--- config.mk ---
export PLATFORM = sky130hd
export DESIGN_NAME = kcpsm3_int_ctrl
export DESIGN_NICKNAME = d
export VERILOG_FILES = /design/src/rtl/kcpsm3_int_pkg.sv /design/src/rtl/kcpsm3_int_ctrl_int_edge_sync.sv /design/src/rtl/kcpsm3_int_ctrl.sv
export SDC_FILE = /design/constraint.sdc
export NUM_CORES = 1
export LEC_CHECK = 0
export CORE_ASPECT_RATIO = 0.7
export CORE_MARGIN = 2
export CORE_UTILIZATION = 40
export CTS_CLUSTER_DIAMETER = 150
export DETAILED_ROUTE_END_ITERATION = 10
export GPL_ROUTABILITY_DRIVEN = 0
export PLACE_DENSITY_LB_ADDON = 0.1
export SLEW_MARGIN = 25
export SYNTH_ARGS = -nofsm -noshare
export SYNTH_HDL_FRONTEND = slang
export SYNTH_SLANG_ARGS = --single-unit
--- constraint.sdc ---
create_clock -name clk -period 1.33 [get_ports clk]
set_input_delay 0.133 -clock clk [delete_from_list [all_inputs] [get_ports clk]]
set_output_delay 0.133 -clock clk [all_outputs]
set_load 0.01 [all_outputs]
--- src/rtl/kcpsm3_int_pkg.sv ---
// ============================================================================
// kcpsm3_int_pkg : shared constants and priority helper for kcpsm3_int_ctrl
// Rev 1.0
// ============================================================================
`default_nettype none

package kcpsm3_int_pkg;

  localparam int NUM_SRC = 4;
  localparam int IDX_W   = 2;

  localparam logic [7:0] OFS_MASK = 8'd0;
  localparam logic [7:0] OFS_PEND = 8'd1;
  localparam logic [7:0] OFS_SRC  = 8'd2;

  localparam int SRC_VALID_BIT = 7;
  localparam int SRC_IDX_LSB   = 0;

  // Fixed priority: lowest set bit wins. Returns 0 when nothing is set.
  function automatic logic [IDX_W-1:0] prio_idx(input logic [NUM_SRC-1:0] req);
    logic [IDX_W-1:0] idx;
    idx = '0;
    for (int i = NUM_SRC - 1; i >= 0; i--) begin
      if (req[i]) idx = IDX_W'(i);
    end
    return idx;
  endfunction

endpackage

`default_nettype wire

--- src/rtl/kcpsm3_int_ctrl_int_edge_sync.sv ---
// ============================================================================
// int_edge_sync : 2-flop synchroniser plus edge flop, one-cycle rising pulse
// Rev 1.0
// ============================================================================
`default_nettype none

module int_edge_sync (
  input  logic clk,
  input  logic reset,
  input  logic async_i,
  output logic pulse_o
);

  logic s1_q, s2_q, s3_q;
  logic arm1_q, arm2_q;

  // Until the pipe has refilled after reset, s3 is loaded alongside s2 so a
  // line already high at reset release is seen as a level, not an edge.
  always_ff @(posedge clk) begin
    if (reset) begin
      s1_q   <= 1'b0;
      s2_q   <= 1'b0;
      s3_q   <= 1'b0;
      arm1_q <= 1'b0;
      arm2_q <= 1'b0;
    end else begin
      s1_q   <= async_i;
      s2_q   <= s1_q;
      s3_q   <= arm2_q ? s2_q : s1_q;
      arm1_q <= 1'b1;
      arm2_q <= arm1_q;
    end
  end

  assign pulse_o = s2_q & ~s3_q;

endmodule

`default_nettype wire

--- src/rtl/kcpsm3_int_ctrl.sv ---
// ============================================================================
// kcpsm3_int_ctrl : four-source edge-captured interrupt controller on the
//                   KCPSM3 port bus (MASK / PEND W1C / SRC registers)
// Rev 1.0
// ============================================================================
`default_nettype none

module kcpsm3_int_ctrl
  import kcpsm3_int_pkg::*;
#(
  parameter logic [7:0] BASE_PORT = 8'h40
) (
  input  logic               clk,
  input  logic               reset,
  input  logic [NUM_SRC-1:0] irq_in,
  input  logic [7:0]         port_id,
  input  logic               write_strobe,
  input  logic               read_strobe,
  input  logic [7:0]         out_port,
  output logic [7:0]         in_port,
  output logic               interrupt,
  input  logic               interrupt_ack
);

  localparam logic [7:0] ADDR_MASK = BASE_PORT + OFS_MASK;
  localparam logic [7:0] ADDR_PEND = BASE_PORT + OFS_PEND;
  localparam logic [7:0] ADDR_SRC  = BASE_PORT + OFS_SRC;

  logic [NUM_SRC-1:0] w_edge;
  logic [NUM_SRC-1:0] mask_q, mask_d;
  logic [NUM_SRC-1:0] pend_q, pend_d;
  logic               src_valid_q, src_valid_d;
  logic [IDX_W-1:0]   src_idx_q, src_idx_d;
  logic               irq_q, irq_d;
  logic [7:0]         in_port_q, in_port_d;

  logic [NUM_SRC-1:0] w_active;
  logic [IDX_W-1:0]   w_win;
  logic               w_wr_mask, w_wr_pend;
  logic [7:0]         w_src_byte;

  for (genvar i = 0; i < NUM_SRC; i++) begin : g_sync
    int_edge_sync u_sync (
      .clk     (clk),
      .reset   (reset),
      .async_i (irq_in[i]),
      .pulse_o (w_edge[i])
    );
  end

  // Reads have no side effects, so the read strobe and upper data bits are spare.
  logic unused_ok;
  assign unused_ok = ^{read_strobe, out_port[7:NUM_SRC]};

  assign w_active  = pend_q & mask_q;
  assign w_win     = prio_idx(w_active);
  assign w_wr_mask = write_strobe && (port_id == ADDR_MASK);
  assign w_wr_pend = write_strobe && (port_id == ADDR_PEND);

  always_comb begin
    mask_d      = mask_q;
    pend_d      = pend_q;
    src_valid_d = src_valid_q;
    src_idx_d   = src_idx_q;
    irq_d       = irq_q | (|w_active);

    if (w_wr_mask) mask_d = out_port[NUM_SRC-1:0];
    if (w_wr_pend) pend_d = pend_d & ~out_port[NUM_SRC-1:0];

    if (interrupt_ack) begin
      irq_d       = 1'b0;
      src_valid_d = |w_active;
      if (|w_active) begin
        src_idx_d         = w_win;
        pend_d[w_win]     = 1'b0;
      end
    end

    // New edges are applied last so a same-cycle clear never loses them.
    pend_d = pend_d | w_edge;
  end

  always_comb begin
    w_src_byte                            = 8'h00;
    w_src_byte[SRC_VALID_BIT]             = src_valid_q;
    w_src_byte[SRC_IDX_LSB +: IDX_W]      = src_idx_q;

    in_port_d = 8'h00;
    case (port_id)
      ADDR_MASK: in_port_d = {{(8-NUM_SRC){1'b0}}, mask_q};
      ADDR_PEND: in_port_d = {{(8-NUM_SRC){1'b0}}, pend_q};
      ADDR_SRC:  in_port_d = w_src_byte;
      default:   in_port_d = 8'h00;
    endcase
  end

  always_ff @(posedge clk) begin
    if (reset) begin
      mask_q      <= '0;
      pend_q      <= '0;
      src_valid_q <= 1'b0;
      src_idx_q   <= '0;
      irq_q       <= 1'b0;
      in_port_q   <= 8'h00;
    end else begin
      mask_q      <= mask_d;
      pend_q      <= pend_d;
      src_valid_q <= src_valid_d;
      src_idx_q   <= src_idx_d;
      irq_q       <= irq_d;
      in_port_q   <= in_port_d;
    end
  end

  assign in_port   = in_port_q;
  assign interrupt = irq_q;

endmodule

`default_nettype wire

Word level (Yosys, flattened, before mapping) --
Index checks and enable logic that the tools add are counted.
Word-level totals: register bits after elaboration 34, bits of input ports 25, output and inout port bits 9
Operators by class: order comparisons 2, eq/ne operators 3, multiplexer cells 15, bitwise gates (word level) 15, reductions and logical operators 6
Operator list (count):
- 8-bit by 7-bit equality test with 1-bit output, second input constant | 3
- 8-bit case mux with 3 select lines | 1
- 4-bit bitwise AND | 3
- 4-bit two-way mux | 3
- 2-bit two-way mux | 4
- 4-bit NOT | 2
- 1-bit two-way mux | 6
- 1-bit bitwise AND | 4
- 1-bit NOT | 4
- 4-bit bitwise OR | 1
- 4-bit OR reduction | 1
- 1-bit logical AND | 3
- 2-bit by 3-bit less-than comparator with 1-bit output, second input constant | 1
- 1-bit demux with 2-bit select | 1
- 2-bit by 1-bit greater-or-equal comparator with 1-bit output, second input constant | 1
- 2-bit AND reduction | 1
- 2-bit OR reduction | 1
- 1-bit bitwise OR | 1

Logic depth before layout (Yosys ltp) --
word-level depth 14, depth in mapped cells 5

Hierarchy --
From an unflattened synthesis, not the netlist that was laid out.
Second synthesis, totals: cells, all modules 138, area total of the unflattened synthesis 1371.3 um^2
Modules (own cells, without submodules):
- kcpsm3_int_ctrl | instances 1, cells an instance 90, area each 800.8 um^2, sequential area each 340.3 um^2
- int_edge_sync | instances 4, cells an instance 12, area each 142.6 um^2, sequential area each 100.1 um^2

Least setup slack after synthesis --
Ideal clock, no wire load.
path type input -> register, from input port port_id[3], to register in_port_q[2] (netlist: in_port[2]), data arrival time 1.366 ns, path slack -0.113 ns, stages 3, cells stage by stage or4_4 or4b_4 nor3_1
On the way: cells in the longest elaborated chain, start to end 2
Ends and longest elaborated chain:
- from (decl) | line kcpsm3_int_ctrl.sv:16 | input logic [7:0] port_id,
- 8-bit by 7-bit equality test with 1-bit output | line kcpsm3_int_ctrl.sv:89 | case (port_id)
- 8-bit case mux with 3 select lines (*) | line kcpsm3_int_ctrl.sv:89
- to (signal assigned) | line kcpsm3_int_ctrl.sv:111 | in_port_q <= in_port_d;
- to (decl) | line kcpsm3_int_ctrl.sv:35 | logic [7:0] in_port_q, in_port_d;
Mark *: on every way between the ends. The rest lies on a longest branch, timed or not. A chain may end at the register's enable or synchronous reset.

Final worst setup path --
from register irq_q (netlist: interrupt), to output port interrupt
RTL lines:
- from (decl) | line kcpsm3_int_ctrl.sv:34 | logic irq_q, irq_d;
- from (signal assigned) | line kcpsm3_int_ctrl.sv:110 | irq_q <= irq_d;
- to (decl) | line kcpsm3_int_ctrl.sv:21 | output logic interrupt,
No word-level cell between the ends.

==> metrics.yaml <==
status:
  outcome: "complete, no violations"
synth:
  synthArstFlopShare: 0
  synth_edf_count: 0
  yosysWarnings: 0
  synth_compound_area_frac: 0.112
  yosysSeqAreaShare: 0.520
  muxShareOfSynthArea: 0.101
  ys_ff_latch: 31
  synthFlopType: "dfxtp_1"
  yosys.area_share.adder: 0
  syn_area_per_cell_sq_um: 9.77
  synth.top_cell.area_share: 0.520
  synth_xor_area_frac: 0
  synth_top_family_by_area: "simple AND/OR/NAND/NOR gates"
  synth_top_area_cell: "dfxtp_1"
  synth-simple-area-share: 0.216
  synth_area_sq_um: 1190
  ys_types: 30
  synthTopCellsByArea: "dfxtp_1, mux2i_1, nor2b_1, nor2_1, a21oi_1"
  synthCells: 122
sta:
  setup_violations: 0
  fin_worst_skew_ps: 2.79
  fmax_ghz: 0.773
  fin_ws_ps: 36.3
  fin_crit_sh: 0.973
  rsz0062_at_grt: "false"
  slew_viol_final: 0
  hold_viol_final: 0
  fin_crit_ps: 1290
clocking:
  root_buffer: "clkbuf_8"
  cts_buffers: 5
  clockBufferDepth: 2
  clock-sinks: 31
  hold_buffers: 0
  cts.reportedPaths.clkPinSlew_ps: 60
  cts_tree: "yes"
  htreeDepth: 2
  clk_latency_ps: 280
routing:
  drt_iter0_drc: 22
  dr.pass1.iters: 4
  ant_nets: 0
  route.vias.total: 962
  drt_wl_total_mm: 2.46
  drc: 0
  wl_per_cell_microns: 12.4
  vias_per_cell: 4.83
place:
  placed_area_sq_um: 1560
  dp_hpwl_mm: 1.81
  dp_cells: 190
  dpl_worst_slack_ps: -594
  io_buffers: 25
critical_path:
  cp-end-kind: "output port"
  crit_slowest_cell: "clkdlybuf4s50_1"
  worstPathRequired_ps: 1200
  cp.arrival_ps: 1160
  cp_slowest_stage_delay_ps: 550
  cp_max_fo: 2
  path_buf_inv: 1
  critical_path_class: "flip-flop to output port"
  critical-path-top-delay-family: "buffers and inverters"
  start_kind: "flip-flop"
  crit_chain: "clkdlybuf4s50_1"
layout:
  nets: 187
  syn_to_final_growth_pct: 39.6
  antennaDiodeCount: 0
  post-route-cell-area_sq_um: 1660
  final_common_cell: "dfxtp_1"
  multi_input_area_sq_um: 539
  final_cell_mix: "dfxtp_1, clkdlybuf4s50_1, buf_4"
  drive_gt1_frac: 0.190
  nFillCells: 243
  stdcell_count: 199
  seqCellArea_sq_um: 621
global_routing:
  grt_pass1_vias: 928
  grt_pass1_wl_mm: 4.08
  grt_usage: 0.156
  antenna_found_initial: 0
  grt_max_degree: 16
  grt_overflow: 0
die:
  core-area_sq_um: 2820
  die-area_sq_um: 3440
  die_y_microns: 49.7
  std_cell_rows: 16
  io_pins: 34
  initial_utilization: 0.422
  die_w_microns: 69.3
pwr:
  p_total_mw: 1.91
  ir_worst_vdd_mv: 0.766
  p_leak_nw: 0.657
  power_density_nw_per_um2: 1150
min_path:
  min_path_type: "input port to flip-flop"
job:
  drv_cap: 0
==> where the power goes <==
part / leakage (nW) / internal (mW) / total, mW / switching [mW]
sequential: 0.253 / 0.956 / 0.971 / 0.0149
clock: 0.0515 / 0.471 / 0.788 / 0.316
combinational: 0.352 / 0.0910 / 0.152 / 0.0608
==> synth_stat cells (2+ instances only) <==
cell type	n
a21oi_1	7
a22o_1	2
nand2_1	7
nor2_1	14
nor2b_1	11
nor3b_1	2
a211o_1	2
inv_1	3
nand2b_1	2
buf_4	3
clkbuf_1	4
mux2i_1	12
nor3_1	5
buf_1	2
dfxtp_1	31
==> final cells by class <==
cell class | count | area share
Clock buffer | 8 | 0.0602
Multi-Input combinational cell | 81 | 0.324
Timing Repair Buffer | 40 | 0.209
Tap cell | 36 | 0.0271
Sequential cell | 31 | 0.373
Inverter | 3 | 0.00677
==> registers in the layout, summed over array words and instances (netlist names), 2 cells and up <==
name and flops:
g_sync.u_sync.s1_q 4, src_idx_q 2, g_sync.u_sync.s2_q 4, in_port 5, g_sync.u_sync.s3_q 4, mask_q 4, pend_q 4
==> worst paths after layout <==
check	from	end	slack, ps	depth (start not counted)
setup reg to reg	pend_q[1]	src_idx_q[0]	100	4
setup / recovery	interrupt	interrupt	40	1
hold / removal	port_id[5]	in_port[7]	300	4
hold reg to reg	src_valid_q	in_port[7]	440	2
==> metal layers <==
metal	wire length [microns]	vias to the layer above	GRT usage
met1	1230	438	0.193
met5	0	-	0
li1	-	492	-
met3	165	5	0.0716
met2	1010	27	0.231
met4	48	0	0.0784
==> timing repair <==
item / in CTS / in global routing
endpoints found under the setup margin: 13 / 6
pin swaps: 3 / 3
setup buffers: 1 / 0
resized for setup: 13 / 1
hold endpoints to repair: 0 / 0
==> cell families (layout without fill, tap and decap cells) <==
| family | count (synthesis) | count (layout) |
|---|---|---|
| muxes | 12 | 12 |
| and+or+nand+nor | 47 | 47 |
| buffers and inverters | 12 | 51 |
| other | 1 | 3 |
| DFF | 31 | 31 |
| AOI/OAI and AO/OA | 19 | 19 |
==> stage by stage <==
step	hold slack [ps]	TNS, ps	util
finish	301	0	0.590
CTS	281	0	0.587
floorplan	212	-577	-
global placement	422	-5970	0.551
global route	309	0	0.590
detailed placement	430	-6200	0.551
Note: power is estimated with default switching activity, not from simulation.
